<file path="config.mk">
export PLATFORM = sky130hd
export DESIGN_NAME = frec_selector
export DESIGN_NICKNAME = d
export VERILOG_FILES = /design/src/rtl/frec_selector_pkg.sv /design/src/rtl/frec_selector_btn_debounce.sv /design/src/rtl/frec_selector.sv
export SDC_FILE = /design/constraint.sdc
export NUM_CORES = 1
export LEC_CHECK = 0
export CAP_MARGIN = 20
export CORE_ASPECT_RATIO = 0.5
export CORE_UTILIZATION = 66
export DETAILED_ROUTE_END_ITERATION = 8
export GPL_TIMING_DRIVEN = 0
export PLACE_DENSITY = 0.94
export RECOVER_POWER = 100
export SLEW_MARGIN = 20
export SYNTH_ARGS = -nofsm -noshare
export SYNTH_HDL_FRONTEND = slang
export SYNTH_SLANG_ARGS = --single-unit
</file>
<file path="constraint.sdc">
create_clock -name clk -period 10.08 [get_ports clk]
set_clock_uncertainty 0.05 [all_clocks]
set_input_delay 2.016 -clock clk [delete_from_list [all_inputs] [get_ports clk]]
set_output_delay 2.016 -clock clk [all_outputs]
set_load 0.05 [all_outputs]
</file>
<file path="src/rtl/frec_selector_pkg.sv">
// Shared definitions for the frequency selector: data widths, BCD converter
// states, default timing constants and the double-dabble digit correction.
package frec_selector_pkg;

    localparam int FREC_W = 8;
    localparam int BCD_W  = 4;

    // Default timing at 100 MHz
    localparam int unsigned DEF_DEBOUNCE_CYCLES = 1_000_000;   // 10 ms
    localparam int unsigned DEF_REPEAT_DELAY    = 50_000_000;  // 0.5 s
    localparam int unsigned DEF_REPEAT_RATE     = 10_000_000;  // 0.1 s

    typedef enum logic [1:0] {
        ST_IDLE,
        ST_LOAD,
        ST_SHIFT,
        ST_DONE
    } bcd_state_t;

    // Double-dabble correction: a digit of 5 or more gets +3 before the shift
    function automatic logic [BCD_W-1:0] dabble_adjust(input logic [BCD_W-1:0] d);
        return (d >= 4'd5) ? d + 4'd3 : d;
    endfunction

endpackage

</file>
<file path="src/rtl/frec_selector_btn_debounce.sv">
// Raw push-button conditioning: two-flop synchronizer, counter debounce and
// a one-cycle pulse on the rising edge of the accepted level.
module btn_debounce
    import frec_selector_pkg::*;
#(
    parameter int unsigned DEBOUNCE_CYCLES = DEF_DEBOUNCE_CYCLES
) (
    input  logic clk,
    input  logic reset,
    input  logic btn,
    output logic level,
    output logic rise
);

    localparam int CNT_W = $clog2(DEBOUNCE_CYCLES + 1);
    localparam logic [CNT_W-1:0] CNT_LAST = CNT_W'(DEBOUNCE_CYCLES - 1);

    logic             sync1_reg;
    logic             sync2_reg;
    logic [CNT_W-1:0] cnt_reg;

    // Bring the asynchronous button into the clk domain
    always_ff @(posedge clk or posedge reset) begin
        if (reset) begin
            sync1_reg <= 1'b0;
            sync2_reg <= 1'b0;
        end else begin
            sync1_reg <= btn;
            sync2_reg <= sync1_reg;
        end
    end

    // Accept a new level only after it disagrees for DEBOUNCE_CYCLES cycles in a row;
    // rise is registered together with the level so both appear in the same cycle
    always_ff @(posedge clk or posedge reset) begin
        if (reset) begin
            level   <= 1'b0;
            rise    <= 1'b0;
            cnt_reg <= '0;
        end else begin
            rise <= 1'b0;
            if (sync2_reg != level) begin
                if (cnt_reg == CNT_LAST) begin
                    level   <= sync2_reg;
                    rise    <= sync2_reg;
                    cnt_reg <= '0;
                end else begin
                    cnt_reg <= cnt_reg + 1'b1;
                end
            end else begin
                cnt_reg <= '0;
            end
        end
    end

endmodule

</file>
<file path="src/rtl/frec_selector.sv">
// Push-button frequency selector: debounced up/down buttons with auto-repeat
// drive a saturating frecnum register; a sequential double-dabble converter
// keeps a BCD copy for the display.
module frec_selector
    import frec_selector_pkg::*;
#(
    parameter int unsigned       DEBOUNCE_CYCLES = DEF_DEBOUNCE_CYCLES,
    parameter int unsigned       REPEAT_DELAY    = DEF_REPEAT_DELAY,
    parameter int unsigned       REPEAT_RATE     = DEF_REPEAT_RATE,
    parameter logic [FREC_W-1:0] FREC_MIN        = 8'd1,
    parameter logic [FREC_W-1:0] FREC_MAX        = 8'd200,
    parameter logic [FREC_W-1:0] FREC_RESET      = 8'd1
) (
    input  logic              clk,
    input  logic              reset,
    input  logic              btn_up,
    input  logic              btn_down,
    output logic [FREC_W-1:0] frecnum,
    output logic              frec_changed,
    output logic [BCD_W-1:0]  bcd_hund,
    output logic [BCD_W-1:0]  bcd_tens,
    output logic [BCD_W-1:0]  bcd_units,
    output logic              bcd_valid
);

    localparam int unsigned RPT_MAX = (REPEAT_DELAY > REPEAT_RATE) ? REPEAT_DELAY : REPEAT_RATE;
    localparam int          RPT_W   = $clog2(RPT_MAX + 1);
    localparam logic [RPT_W-1:0] DELAY_LAST = RPT_W'(REPEAT_DELAY - 1);
    localparam logic [RPT_W-1:0] RATE_LAST  = RPT_W'(REPEAT_RATE - 1);
    localparam logic [2:0]       BIT_LAST   = 3'(FREC_W - 1);

    // Index 0 is the up button, index 1 the down button
    logic [1:0] btn_raw;
    logic [1:0] level;
    logic [1:0] rise;
    logic [1:0] step;
    logic       both;

    assign btn_raw = {btn_down, btn_up};
    assign both    = &level;

    generate
        for (genvar gi = 0; gi < 2; gi++) begin : g_btn
            logic             active_reg;
            logic             repeating_reg;
            logic [RPT_W-1:0] timer_reg;
            logic             hit;

            btn_debounce #(
                .DEBOUNCE_CYCLES(DEBOUNCE_CYCLES)
            ) u_debounce (
                .clk   (clk),
                .reset (reset),
                .btn   (btn_raw[gi]),
                .level (level[gi]),
                .rise  (rise[gi])
            );

            assign hit      = (timer_reg == (repeating_reg ? RATE_LAST : DELAY_LAST));
            assign step[gi] = !both && (rise[gi] || (active_reg && level[gi] && hit));

            // Auto-repeat timer: armed only by a fresh press, cleared by release or by
            // both buttons being down, so a leftover held button never resumes stepping
            always_ff @(posedge clk or posedge reset) begin
                if (reset) begin
                    active_reg    <= 1'b0;
                    repeating_reg <= 1'b0;
                    timer_reg     <= '0;
                end else if (both) begin
                    active_reg    <= 1'b0;
                    repeating_reg <= 1'b0;
                    timer_reg     <= '0;
                end else if (rise[gi]) begin
                    active_reg    <= 1'b1;
                    repeating_reg <= 1'b0;
                    timer_reg     <= '0;
                end else if (active_reg && level[gi]) begin
                    if (hit) begin
                        timer_reg     <= '0;
                        repeating_reg <= 1'b1;
                    end else begin
                        timer_reg <= timer_reg + 1'b1;
                    end
                end else begin
                    active_reg    <= 1'b0;
                    repeating_reg <= 1'b0;
                    timer_reg     <= '0;
                end
            end
        end
    endgenerate

    // Saturating frequency code; frec_changed marks only real value changes
    always_ff @(posedge clk or posedge reset) begin
        if (reset) begin
            frecnum      <= FREC_RESET;
            frec_changed <= 1'b0;
        end else begin
            frec_changed <= 1'b0;
            if (step[0] && (frecnum < FREC_MAX)) begin
                frecnum      <= frecnum + 8'd1;
                frec_changed <= 1'b1;
            end else if (step[1] && (frecnum > FREC_MIN)) begin
                frecnum      <= frecnum - 8'd1;
                frec_changed <= 1'b1;
            end
        end
    end

    // Double-dabble converter state
    bcd_state_t             state_reg;
    logic                   conv_pending_reg;
    logic [FREC_W-1:0]      bin_reg;
    logic [3*BCD_W-1:0]     scratch_reg;
    logic [3*BCD_W-1:0]     scratch_adj;
    logic [2:0]             bit_cnt_reg;

    generate
        for (genvar gi = 0; gi < 3; gi++) begin : g_digit
            assign scratch_adj[gi*BCD_W +: BCD_W] = dabble_adjust(scratch_reg[gi*BCD_W +: BCD_W]);
        end
    endgenerate

    // BCD conversion FSM; outputs only change in DONE so the display never sees a partial value
    always_ff @(posedge clk or posedge reset) begin
        if (reset) begin
            state_reg        <= ST_IDLE;
            conv_pending_reg <= 1'b1;
            bin_reg          <= '0;
            scratch_reg      <= '0;
            bit_cnt_reg      <= '0;
            bcd_hund         <= '0;
            bcd_tens         <= '0;
            bcd_units        <= '0;
            bcd_valid        <= 1'b0;
        end else begin
            case (state_reg)
                ST_IDLE: begin
                    if (conv_pending_reg) begin
                        conv_pending_reg <= 1'b0;
                        bcd_valid        <= 1'b0;
                        state_reg        <= ST_LOAD;
                    end
                end
                ST_LOAD: begin
                    bin_reg     <= frecnum;
                    scratch_reg <= '0;
                    bit_cnt_reg <= '0;
                    state_reg   <= ST_SHIFT;
                end
                ST_SHIFT: begin
                    {scratch_reg, bin_reg} <= {scratch_adj, bin_reg} << 1;
                    bit_cnt_reg            <= bit_cnt_reg + 3'd1;
                    if (bit_cnt_reg == BIT_LAST) begin
                        state_reg <= ST_DONE;
                    end
                end
                ST_DONE: begin
                    bcd_hund  <= scratch_reg[2*BCD_W +: BCD_W];
                    bcd_tens  <= scratch_reg[BCD_W +: BCD_W];
                    bcd_units <= scratch_reg[0 +: BCD_W];
                    bcd_valid <= !(conv_pending_reg || frec_changed);
                    state_reg <= ST_IDLE;
                end
                default: begin
                    state_reg <= ST_IDLE;
                end
            endcase
            // A new value always invalidates the display copy and queues a conversion
            if (frec_changed) begin
                conv_pending_reg <= 1'b1;
                bcd_valid        <= 1'b0;
            end
        end
    end

endmodule

</file>
==> metrics.log, run 1 <==
[metrics] die area: 0.0115 mm2
[metrics] first-pass GRT wire length: 31,500 um
[metrics] Inserted Diodes: 0
[metrics] met3 usage in global routing: 0.0958
[metrics] Netlist cell types: 52
[metrics] number of clock sinks: 152
[metrics] layout-stage area growth over the synthesis result: 14.5%
[metrics] portion of synthesized cell area occupied by the leading cell type: 0.513
[metrics] H-Tree Depth: 4
[metrics] global-route congestion overflow total: 0
[metrics] vias: 6,245
[metrics] WP buf/inv: 3
[metrics] register bit total from synthesis: 152
[metrics] drt initial violations: 769
[metrics] stage delay of the slowest cell on the critical path: 1360 ps
[metrics] depth of the worst hold-timing path: 0
[metrics] critical path capture point type: asynchronous set/reset pin
[metrics] aggregate global-route resource usage: 0.358
[metrics] relative slew slack: -0.571
[metrics] overall die width: 151 um
[metrics] Hold/Removal Path Class: reg2reg
[metrics] CTS Buffer Depth: 2
[metrics] number of global-route vias before repair: 6,363
[metrics] gpl congestion: 0.858
[metrics] final-layout fill cell count: 494
[metrics] number of flip-flops in the largest register: 52
[metrics] final wirelength: 19,200 um
[metrics] status: finished with violations
[metrics] iteration count of the initial detailed-routing pass: 9
[metrics] number of pins with negative max-slew slack in the final report: 52
[metrics] Worst Setup Start Kind: primary input
[metrics] critical path's top delay family: buffers and inverters
[metrics] mean instance size in the synthesized netlist: 10.1 um2
[metrics] worst vdd ir: 0.102 mV
[metrics] Initial Util: 0.698
[metrics] required time worst endpoint: 10,560 ps
[metrics] placement-stage worst setup slack: 6600 ps
[metrics] warnings from Yosys: 0
[metrics] logic depth of the worst setup path including buffers: 3
[metrics] count of cells resized by post-cts repair: 0
[metrics] cell with the biggest individual delay on the critical path: sky130_fd_sc_hd__clkinvlp_2
[metrics] I/O pin cnt: 26
[metrics] Remaining DRCs: 0
[metrics] slew at the pin with the worst max-slew slack: 2340 ps
[metrics] Clock Tree Root: sky130_fd_sc_hd__clkbuf_16
[metrics] HPWL after DPL: 9740 um
[metrics] Syn Inst Count: 722
[metrics] pin count of the biggest net entering global routing: 102
[metrics] top cell types by occurrence after synthesis: 150 x sky130_fd_sc_hd__dfrtp_1, 123 x sky130_fd_sc_hd__nor2_1, 49 x sky130_fd_sc_hd__xor2_1
[metrics] flip-flop and latch area: 0.00381 mm2
[metrics] critical path type: in2async
[metrics] average routed wire per standard cell: 20.8 um
[metrics] clock-pin slew on the worst setup and hold paths: 60 ps
[metrics] antenna violations before repair: 0
[metrics] Post-Syn Nets: 744
[metrics] prevailing post-synth register cell: sky130_fd_sc_hd__dfrtp_1
[metrics] cell-by-cell listing of the critical path: dlygate4sd3_1 > clkinvlp_2 > buf_16
[metrics] clock insertion delay at the later pin of the skew report: 430 ps
[metrics] Setup TNS: 0 ps
[metrics] count of hold-fix buffers inserted at cts: 0
[metrics] total area of multi-input combinational cells: 0.00331 mm2
[metrics] met1 capacity usage during global routing: 0.433
[metrics] total clock buffers created by CTS: 17
[metrics] worst-case register-to-register setup slack: 6840 ps
[metrics] net total in the final layout: 789
[metrics] fraction of final layout cells sized beyond drive strength 1: 0.0667
[metrics] most common cell in the netlist: sky130_fd_sc_hd__dfrtp_1
[metrics] EDFF count, synth: 0
[metrics] cell type with the highest aggregate area in the netlist: sky130_fd_sc_hd__dfrtp_1
[metrics] Core Area: 0.0105 mm2
[metrics] signal arrival time at the worst endpoint: 4500 ps
[metrics] std cell rows: 26
[metrics] DRT antenna net count: 0
[metrics] y dimension of the die: 76.4 um
[metrics] Finish-stage setup viols: 0
[metrics] CTS tree: built
[metrics] Max Fclk: 249 MHz
[metrics] busiest layer in global routing: met2
[metrics] met2 usage: 0.589
[metrics] Worst R2R Path Depth: 7
[metrics] final critical delay including setup and external delays: 4020 ps
[metrics] fraction of the yosys area taken by sequential cells: 0.521
[metrics] ranking of synthesized cells by area: sky130_fd_sc_hd__dfrtp_1 51%, sky130_fd_sc_hd__nor2_1 6.3%, sky130_fd_sc_hd__xor2_1 5.9%
[metrics] failing checks: capacitance limit, slew limit
[metrics] number of violations of the max-capacitance limit: 1
[metrics] Power Dens Cells: 156 mW/mm2
[metrics] fraction of registers with async set or reset after synthesis: 1.00
[metrics] drt via density: 6.79
[metrics] PnR worst setup slack: 6060 ps
[metrics] Final Cycle Share: 0.399
[metrics] RSZ-0062 raised after global routing: false
[metrics] post-CTS setup buffers: 0
[metrics] Port Buffer Count: 25
[metrics] total leakage power: 3.61 nW
[metrics] mapped cell area: 0.00731 mm2
[metrics] critical path peak fanout: 101
[metrics] Hold Violations, Final: 0
==> cells by family after synthesis <==
logic type                 after synthesis  share of synthesized area
AOI/OAI and AO/OA                       65                     0.0553
xor gates and xnor gates                93                      0.111
adders and majority gates               18                     0.0308
buffers and inverters                   50                     0.0270
DFF                                    152                      0.521
muxes                                   28                     0.0411
and+or+nand+nor                        316                      0.214
==> metal layers <==
layer | wire length, um | vias up
met5 | 0 | -
met4 | 911 | 0
met3 | 1790 | 142
met2 | 9350 | 529
met1 | 7100 | 2989
li1 | - | 2585
==> cell type report <==
class	count	area share
sequential	152	0.455
multi-input combinational	520	0.396
clock buffer	24	0.0587
timing repair buffer	26	0.0332
tap	140	0.0209
clock inverter	8	0.0143
inverter	29	0.0132
buffer	21	0.00941
==> through the flow <==
stage,power [mW],cells,instance area [um2],hold WS [ps],util
2_1_floorplan,0.640,722,7310,281,-
3_3_place_gp,0.645,887,7740,283,0.739
3_5_place_dp,0.648,888,7770,286,0.742
4_1_cts,1.30,920,8380,300,0.800
6_report,1.31,920,8370,299,0.799
5_1_grt,1.34,920,8370,310,0.799
==> cells in the final DEF (no fill, tap or decap), types with 3 or more instances in the layout <==
| cell | n |
|---|---|
| sky130_fd_sc_hd__a211oi_1 | 3 |
| sky130_fd_sc_hd__a21oi_1 | 22 |
| sky130_fd_sc_hd__a41oi_1 | 3 |
| sky130_fd_sc_hd__and3_1 | 21 |
| sky130_fd_sc_hd__and4_1 | 8 |
| sky130_fd_sc_hd__bufinv_16 | 3 |
| sky130_fd_sc_hd__clkbuf_1 | 24 |
| sky130_fd_sc_hd__clkbuf_16 | 17 |
| sky130_fd_sc_hd__clkbuf_8 | 4 |
| sky130_fd_sc_hd__clkinv_2 | 3 |
| sky130_fd_sc_hd__dfrtp_1 | 150 |
| sky130_fd_sc_hd__dlygate4sd3_1 | 25 |
| sky130_fd_sc_hd__ha_1 | 18 |
| sky130_fd_sc_hd__inv_1 | 28 |
| sky130_fd_sc_hd__mux2_2 | 15 |
| sky130_fd_sc_hd__mux2i_1 | 12 |
| sky130_fd_sc_hd__nand2_1 | 40 |
| sky130_fd_sc_hd__nand2b_1 | 4 |
| sky130_fd_sc_hd__nand3_1 | 46 |
| sky130_fd_sc_hd__nand3b_1 | 3 |
| sky130_fd_sc_hd__nand4_1 | 18 |
| sky130_fd_sc_hd__nand4b_1 | 4 |
| sky130_fd_sc_hd__nor2_1 | 123 |
| sky130_fd_sc_hd__nor3_1 | 18 |
| sky130_fd_sc_hd__nor3b_1 | 3 |
| sky130_fd_sc_hd__nor4_1 | 5 |
| sky130_fd_sc_hd__nor4b_1 | 3 |
| sky130_fd_sc_hd__nor4bb_1 | 3 |
| sky130_fd_sc_hd__o21ai_0 | 15 |
| sky130_fd_sc_hd__o22ai_1 | 7 |
| sky130_fd_sc_hd__or3_1 | 6 |
| sky130_fd_sc_hd__xnor2_1 | 44 |
| sky130_fd_sc_hd__xor2_1 | 49 |
==> power breakdown <==
group | switching (mW) | internal (mW) | total, mW | leakage, nW
logic | 0.0160 | 0.00441 | 0.0205 | 1.21
clock network | 0.254 | 0.415 | 0.669 | 0.296
registers | 0.00282 | 0.613 | 0.616 | 2.10
total | 0.273 | 1.03 | 1.31 | 3.61
==> final timing paths <==
kind,startpoint,end
setup / recovery,reset,conv_pending_reg$_DFFE_PP1P_
hold / removal,g_btn[1].u_debounce.sync1_reg$_DFF_PP0_,g_btn[1].u_debounce.sync2_reg$_DFF_PP0_
setup reg to reg,g_btn[1].timer_reg[18]$_DFF_PP0_,g_btn[1].timer_reg[18]$_DFF_PP0_
hold reg to reg,g_btn[1].u_debounce.sync1_reg$_DFF_PP0_,g_btn[1].u_debounce.sync2_reg$_DFF_PP0_
max in group clk,frecnum[0]$_DFFE_PP1P_,frecnum[0]
min in group asynchronous,reset,g_btn[0].u_debounce.cnt_reg[10]$_DFF_PP0_
No activity file was read; power rests on OpenSTA's default activity.
==> inputs of run 2 (changes only) <==
--- a/config.mk
+++ b/config.mk
@@ -7,10 +7,10 @@
 export LEC_CHECK = 0
 export CAP_MARGIN = 20
 export CORE_ASPECT_RATIO = 0.5
-export CORE_UTILIZATION = 66
+export CORE_UTILIZATION = 61
 export DETAILED_ROUTE_END_ITERATION = 8
 export GPL_TIMING_DRIVEN = 0
-export PLACE_DENSITY = 0.94
+export PLACE_DENSITY = 0.89
 export RECOVER_POWER = 100
 export SLEW_MARGIN = 20
 export SYNTH_ARGS = -nofsm -noshare
==> constraint.sdc (replaced) <==
create_clock -name clk -period 4 [get_ports clk]
set_clock_uncertainty 0.05 [all_clocks]
set_input_delay 0.8 -clock clk [delete_from_list [all_inputs] [get_ports clk]]
set_output_delay 0.8 -clock clk [all_outputs]
set_load 0.05 [all_outputs]
==> metrics.log, run 2 (synthesized netlist as in run 1, its figures left out) <==
[metrics] Hold/Removal Path Class: reg2reg
[metrics] H-Tree Depth: 4 (unchanged)
[metrics] Port Buffer Count: 25 (unchanged)
[metrics] Inserted Diodes: 0 (unchanged)
[metrics] RSZ-0062 raised after global routing: false
[metrics] CTS Buffer Depth: 2 (unchanged)
[metrics] vias: 5,725 (-8.3%)
[metrics] gpl congestion: 0.841 (-1.9%)
[metrics] number of pins with negative max-slew slack in the final report: 32 (-38%)
[metrics] die area: 0.0125 mm2 (+8.0%)
[metrics] number of clock sinks: 152 (unchanged)
[metrics] worst vdd ir: 0.306 mV (+200%)
[metrics] final critical delay including setup and external delays: 3140 ps
[metrics] cell-by-cell listing of the critical path: or4b_2 > or4_1 > nor3_1 > nand2b_1 > clkbuf_1 > clkbuf_1 > nor2_1
[metrics] status: finished with violations
[metrics] first-pass GRT wire length: 27,700 um (-12%)
[metrics] drt via density: 6.07 (-11%)
[metrics] global-route congestion overflow total: 0 (unchanged)
[metrics] final wirelength: 16,400 um (-14%)
[metrics] Initial Util: 0.646 (-0.0519)
[metrics] critical path type: reg2reg
[metrics] critical path capture point type: flip-flop
[metrics] std cell rows: 27 (+3.8%)
[metrics] WP buf/inv: 2 (-1)
[metrics] worst hold slack after final layout: 298 ps (-0.257 ps)
[metrics] most common cell after layout, fill and taps aside: sky130_fd_sc_hd__dfrtp_1
[metrics] drt initial violations: 286 (-63%)
[metrics] Worst R2R Path Depth: 7 (unchanged)
[metrics] number of global-route vias before repair: 5,829 (-8.4%)
[metrics] HPWL after DPL: 10,200 um (+5.1%)
[metrics] Power Dens Cells: 386 mW/mm2 (+150%)
[metrics] critical path peak fanout: 10 (-90%)
[metrics] y dimension of the die: 79.4 um (+3.9%)
[metrics] Core Area: 0.0113 mm2 (+8.0%)
[metrics] layout-stage area growth over the synthesis result: 15.1%
[metrics] antenna violations before repair: 0 (unchanged)
[metrics] fraction of final layout cells sized beyond drive strength 1: 0.0702 (+0.00349)
[metrics] iteration count of the initial detailed-routing pass: 4 (-5)
[metrics] overall die width: 157 um (+4.0%)
[metrics] I/O pin cnt: 26 (unchanged)
[metrics] Seq pwr share: 0.478 (+0.006)
[metrics] Worst R2R End: g_btn[1].timer_reg[11]$_DFF_PP0_
[metrics] logic depth of the worst setup path including buffers: 7 (+4)
[metrics] post-layout power: 3.25 mW (+150%)
[metrics] clock network power share: 0.505 (-0.007)
[metrics] post-CTS setup buffers: 0 (unchanged)
[metrics] relative slew slack: -0.185 (+0.386)
[metrics] net total in the final layout: 793 (+0.51%)
[metrics] cell with the biggest individual delay on the critical path: sky130_fd_sc_hd__or4b_2
[metrics] commonest cells after routing, fill and taps aside: 150 x sky130_fd_sc_hd__dfrtp_1, 123 x sky130_fd_sc_hd__nor2_1, 49 x sky130_fd_sc_hd__xor2_1
[metrics] reg-to-reg startpoint: g_btn[1].timer_reg[18]$_DFF_PP0_
[metrics] failing checks: capacitance limit, slew limit
[metrics] total leakage power: 3.61 nW (about the same)
[metrics] pin count of the biggest net entering global routing: 33 (-68%)
[metrics] CTS tree: built
[metrics] required time worst endpoint: 4220 ps (-6340 ps)
[metrics] logic gate share of total power: 0.017 (about the same)
[metrics] Remaining DRCs: 0 (unchanged)
[metrics] average routed wire per standard cell: 17.4 um (-16%)
[metrics] depth of the worst hold-timing path: 0 (unchanged)
[metrics] signal arrival time at the worst endpoint: 3370 ps (-1130 ps)
[metrics] aggregate global-route resource usage: 0.288 (-0.0703)
[metrics] Max Fclk: 318 MHz
[metrics] net load switching power: 0.676 mW (+150%)
[metrics] count of hold-fix buffers inserted at cts: 0 (unchanged)
[metrics] total clock buffers created by CTS: 17 (unchanged)
[metrics] worst-case register-to-register setup slack: 860 ps (-5980 ps)
[metrics] worst min-delay path endpoint: g_btn[0].u_debounce.sync2_reg$_DFF_PP0_
[metrics] min-delay src: g_btn[0].u_debounce.sync1_reg$_DFF_PP0_
[metrics] critical path's top delay family: simple AND/OR/NAND/NOR gates
[metrics] number of flip-flops in the largest register: 52 (unchanged)
[metrics] DRT antenna net count: 0 (unchanged)
[metrics] Finish-stage setup viols: 0 (unchanged)
[metrics] Setup TNS: 0 ps (unchanged)
[metrics] count of cells resized by post-cts repair: 0 (unchanged)
[metrics] Most Frequent Cell on Critical Path: sky130_fd_sc_hd__clkbuf_1
[metrics] placement-stage cell area: 0.00788 mm2 (+1.4%)
[metrics] stage delay of the slowest cell on the critical path: 720 ps (-640 ps)
[metrics] clock-pin slew on the worst setup and hold paths: 60 ps (about the same)
[metrics] Hold Violations, Final: 0 (unchanged)
[metrics] Final Cycle Share: 0.785
[metrics] Clock Tree Root: sky130_fd_sc_hd__clkbuf_16
[metrics] number of violations of the max-capacitance limit: 1 (unchanged)
[metrics] Internal Dissipation: 2.57 mW (+150%)
[metrics] share of total power consumed by net switching: 0.208 (-0.000871)
[metrics] clock insertion delay at the later pin of the skew report: 420 ps (about the same)
[metrics] slew at the pin with the worst max-slew slack: 1780 ps (-565 ps)
[metrics] Worst Setup Start Kind: flip-flop
[metrics] post-layout instance area: 0.00842 mm2 (+0.52%)
run 2: metrics by stage:
step | instances | worst slack [ps] | util
finish | 943 | 859 | 0.744
detailed placement | 911 | 1150 | 0.696
global placement | 906 | 36.0 | 0.686
CTS | 943 | 1070 | 0.750
floorplan | 722 | 1230 | -
global route | 943 | 513 | 0.744
run 2: worst max-delay path by stage:
| stage | slack (ps) | endpoint | from |
|---|---|---|---|
| floorplan | 1230 | bcd_hund[0]$_DFFE_PP0P_ | reset |
| CTS | 1070 | g_btn[0].timer_reg[20]$_DFF_PP0_ | g_btn[0].timer_reg[14]$_DFF_PP0_ |
| finish | 860 | g_btn[1].timer_reg[11]$_DFF_PP0_ | g_btn[1].timer_reg[18]$_DFF_PP0_ |
| global placement | 40 | scratch_reg[3]$_DFFE_PP0P_ | reset |
| detailed placement | 1150 | g_btn[1].timer_reg[20]$_DFF_PP0_ | g_btn[1].timer_reg[18]$_DFF_PP0_ |
| global route | 510 | bit_cnt_reg[0]$_DFFE_PP0P_ | reset |
run 2: routing by layer:
metal | global-route usage | wire, um | vias up
li1 | - | - | 2583
met3 | 0.0527 | 719 | 48
met2 | 0.504 | 8350 | 222
met4 | 0.140 | 430 | 0
met1 | 0.348 | 6920 | 2872
met5 | 0 | 0 | -
run 2: layout make-up:
type / count / area [um2]
flip-flops and latches: 152 / 3810
multi-input cells: 520 / 3310
fillers: 681 / 2900
clock buffers: 21 / 460
repair buffers: 30 / 302
well taps: 159 / 199
clock inverters: 11 / 148
inverters: 29 / 110
plain buffers: 21 / 78.8
run 2: power groups by stage:
stage	clock network (mW)	logic (mW)	registers [mW]
finish	1.64	0.0548	1.55
global route	1.71	0.0634	1.55
CTS	1.65	0.0654	1.55
detailed placement	0	0.0640	1.58
global placement	0	0.0476	1.58
floorplan	0	0.0347	1.58
==> inputs of run 3 (changes only) <==
--- a/config.mk
+++ b/config.mk
@@ -7,10 +7,10 @@
 export LEC_CHECK = 0
 export CAP_MARGIN = 20
 export CORE_ASPECT_RATIO = 0.5
-export CORE_UTILIZATION = 61
+export CORE_UTILIZATION = 55
 export DETAILED_ROUTE_END_ITERATION = 8
 export GPL_TIMING_DRIVEN = 0
-export PLACE_DENSITY = 0.89
+export PLACE_DENSITY = 0.85
 export RECOVER_POWER = 100
 export SLEW_MARGIN = 20
 export SYNTH_ARGS = -nofsm -noshare
==> constraint.sdc (replaced) <==
create_clock -name clk -period 2.6 [get_ports clk]
set_clock_uncertainty 0.05 [all_clocks]
set_input_delay 0.52 -clock clk [delete_from_list [all_inputs] [get_ports clk]]
set_output_delay 0.52 -clock clk [all_outputs]
set_load 0.05 [all_outputs]
==> metrics.log, run 3 (synthesized netlist as in run 1, its figures left out) <==
[metrics] status: finished with violations
[metrics] failing checks: setup timing
[metrics] Final Cycle Share: 1.00 (+0.217)
[metrics] commonest cells after routing, fill and taps aside: 150 x sky130_fd_sc_hd__dfrtp_1, 123 x sky130_fd_sc_hd__nor2_1, 49 x sky130_fd_sc_hd__xor2_1
[metrics] CTS Buffer Depth: 2 (unchanged)
[metrics] I/O pin cnt: 26 (unchanged)
[metrics] Core Area: 0.0128 mm2 (+13%)
[metrics] clock-pin slew on the worst setup and hold paths: 60 ps (about the same)
[metrics] count of non-filler cells in the finished layout: 962 (+2.0%)
[metrics] HPWL after DPL: 9660 um (-5.5%)
[metrics] Worst R2R Path Depth: 7 (unchanged)
[metrics] PnR worst setup slack: -6.71 ps (-866 ps)
[metrics] first-pass GRT wire length: 25,500 um (-7.7%)
[metrics] Initial Util: 0.571 (-0.0752)
[metrics] clock insertion delay at the later pin of the skew report: 420 ps (about the same)
[metrics] Clock Tree Root: sky130_fd_sc_hd__clkbuf_16
[metrics] Internal Dissipation: 3.90 mW (+52%)
[metrics] source of the critical timing path: g_btn[0].timer_reg[14]$_DFF_PP0_
[metrics] logic gate share of total power: 0.016 (about the same)
[metrics] slew at the pin with the worst max-slew slack: 913 ps (-865 ps)
[metrics] relative slew slack: 0.388 (+0.573)
[metrics] Seq pwr share: 0.482 (+0.004)
[metrics] logic depth of the worst setup path including buffers: 7 (unchanged)
[metrics] layout-stage area growth over the synthesis result: 16.8%
[metrics] capturing element of the worst setup path: frecnum[1]$_DFFE_PP0P_
[metrics] total clock buffers created by CTS: 17 (unchanged)
[metrics] Hold Violations, Final: 0 (unchanged)
[metrics] cell count after placement: 922 (+1.2%)
[metrics] number of flip-flops in the largest register: 52 (unchanged)
[metrics] DRT antenna net count: 0 (unchanged)
[metrics] overall die width: 165 um (+5.2%)
[metrics] RSZ-0062 raised after global routing: true
[metrics] worst-case register-to-register setup slack: -7 ps (-870 ps)
[metrics] net load switching power: 1.05 mW (+55%)
[metrics] Worst Setup Start Kind: flip-flop
[metrics] final wirelength: 15,000 um (-8.6%)
[metrics] Setup TNS: -6.71 ps (-6.71 ps)
[metrics] net total in the final layout: 801 (+1.0%)
[metrics] worst hold slack after final layout: 313 ps (+15.0 ps)
[metrics] critical path peak fanout: 6 (-4)
[metrics] most common cell after layout, fill and taps aside: sky130_fd_sc_hd__dfrtp_1
[metrics] stage delay of the slowest cell on the critical path: 500 ps (-220 ps)
[metrics] number of global-route vias before repair: 5,477 (-6.0%)
[metrics] final critical delay including setup and external delays: 2610 ps (-534 ps)
[metrics] pin count of the biggest net entering global routing: 33 (unchanged)
[metrics] fraction of final layout cells sized beyond drive strength 1: 0.101 (+0.0309)
[metrics] flip-flop and latch area: 0.00381 mm2 (unchanged)
[metrics] Remaining DRCs: 0 (unchanged)
[metrics] iteration count of the initial detailed-routing pass: 5 (+1)
[metrics] clock network power share: 0.502 (-0.003)
[metrics] H-Tree Depth: 4 (unchanged)
[metrics] Worst R2R End: frecnum[1]$_DFFE_PP0P_
[metrics] share of total power consumed by net switching: 0.212 (+0.00374)
[metrics] gpl congestion: 0.839 (-0.30%)
[metrics] signal arrival time at the worst endpoint: 2890 ps (-480 ps)
[metrics] min-delay src: g_btn[0].u_debounce.sync1_reg$_DFF_PP0_
[metrics] placement-stage cell area: 0.00789 mm2 (about the same)
[metrics] cell-by-cell listing of the critical path: or4_1 > or3_1 > a2111o_1 > a21o_1 > buf_6 > and3_4 > a311oi_2
[metrics] post-layout power: 4.95 mW (+53%)
[metrics] critical path's top delay family: simple AND/OR/NAND/NOR gates
[metrics] critical path type: reg2reg
[metrics] final-layout fill cell count: 854 (+25%)
[metrics] final core utilization: 0.667 (-0.0768)
[metrics] total leakage power: 3.68 nW (+2.1%)
[metrics] worst vdd ir: 0.517 mV (+69%)
[metrics] antenna violations before repair: 0 (unchanged)
[metrics] vias: 5,645 (-1.4%)
[metrics] CTS tree: built
[metrics] cell with the biggest individual delay on the critical path: sky130_fd_sc_hd__or4_1
[metrics] Hold/Removal Path Class: reg2reg
[metrics] post-layout instance area: 0.00854 mm2 (+1.5%)
[metrics] drt via density: 5.87 (-3.3%)
[metrics] Port Buffer Count: 25 (unchanged)
[metrics] die area: 0.0138 mm2 (+11%)
[metrics] total area of multi-input combinational cells: 0.00336 mm2 (+1.4%)
[metrics] WP buf/inv: 1 (-1)
[metrics] placement-stage worst setup slack: -233 ps (-1390 ps)
[metrics] number of pins with negative max-slew slack in the final report: 0 (-100%)
[metrics] critical path capture point type: flip-flop
[metrics] std cell rows: 29 (+7.4%)
[metrics] average routed wire per standard cell: 15.6 um (-10%)
[metrics] drt initial violations: 415 (+45%)
[metrics] required time worst endpoint: 2880 ps (-1340 ps)
[metrics] aggregate global-route resource usage: 0.234 (-0.0545)
[metrics] number of violations of the max-capacitance limit: 0 (-1)
[metrics] Power Dens Cells: 580 mW/mm2 (+50%)
[metrics] y dimension of the die: 83.5 um (+5.2%)
[metrics] Max Fclk: 384 MHz (+20%)
[metrics] global-route congestion overflow total: 0 (unchanged)
[metrics] reg-to-reg startpoint: g_btn[0].timer_reg[14]$_DFF_PP0_
[metrics] number of clock sinks: 152 (unchanged)
[metrics] Inserted Diodes: 0 (unchanged)
[metrics] Finish-stage setup viols: 1 (+1)
[run 3: worst register-to-register path, cell delays in order, from the launching register on]
cell and delay [ps]:
sky130_fd_sc_hd__dfrtp_1 390, sky130_fd_sc_hd__or4_1 500, sky130_fd_sc_hd__or3_1 310, sky130_fd_sc_hd__a2111o_1 490, sky130_fd_sc_hd__a21o_1 240, sky130_fd_sc_hd__buf_6 140
sky130_fd_sc_hd__and3_4 160, sky130_fd_sc_hd__a311oi_2 220
[run 3: worst min-delay path by stage]
| stage | to | cells after the start |
|---|---|---|
| after floorplan | g_btn[0].u_debounce.sync2_reg$_DFF_PP0_ | 0 |
| after global placement | g_btn[0].u_debounce.sync2_reg$_DFF_PP0_ | 0 |
| after detailed placement | g_btn[0].u_debounce.sync2_reg$_DFF_PP0_ | 0 |
| after CTS | g_btn[0].u_debounce.sync2_reg$_DFF_PP0_ | 0 |
| after global routing | g_btn[0].u_debounce.sync2_reg$_DFF_PP0_ | 0 |
| final | g_btn[0].u_debounce.sync2_reg$_DFF_PP0_ | 0 |
[run 3: timing repair]
action	in CTS	in global routing
setup endpoints to repair	49	49
buffers inserted	5	3
hold endpoints to repair	0	0
hold buffers	0	0
resized for setup	4	13
pin swaps	4	3
gates cloned	1	0
[run 3: power by group through the flow]
stage,logic (mW),registers (mW),clock network [mW]
final,0.0810,2.39,2.49
after global routing,0.0938,2.39,2.62
after CTS,0.0981,2.39,2.51
after detailed placement,0.0968,2.43,0
after global placement,0.0735,2.43,0
after floorplan,0.0534,2.43,0
[run 3: layout make-up]
cell class | count | area share
Tap cell | 170 | 0.0249
Multi-Input combinational cell | 520 | 0.393
Timing Repair Buffer | 39 | 0.0422
Buffer | 20 | 0.0108
Clock buffer | 21 | 0.0562
Clock inverter | 11 | 0.0142
Inverter | 29 | 0.0129
Sequential cell | 152 | 0.446
[run 3: routing by layer]
metal	part of all wire	track usage
met3	0.049	0.0527
met5	0	0
met2	0.49	0.385
met1	0.44	0.296
met4	0.026	0.102
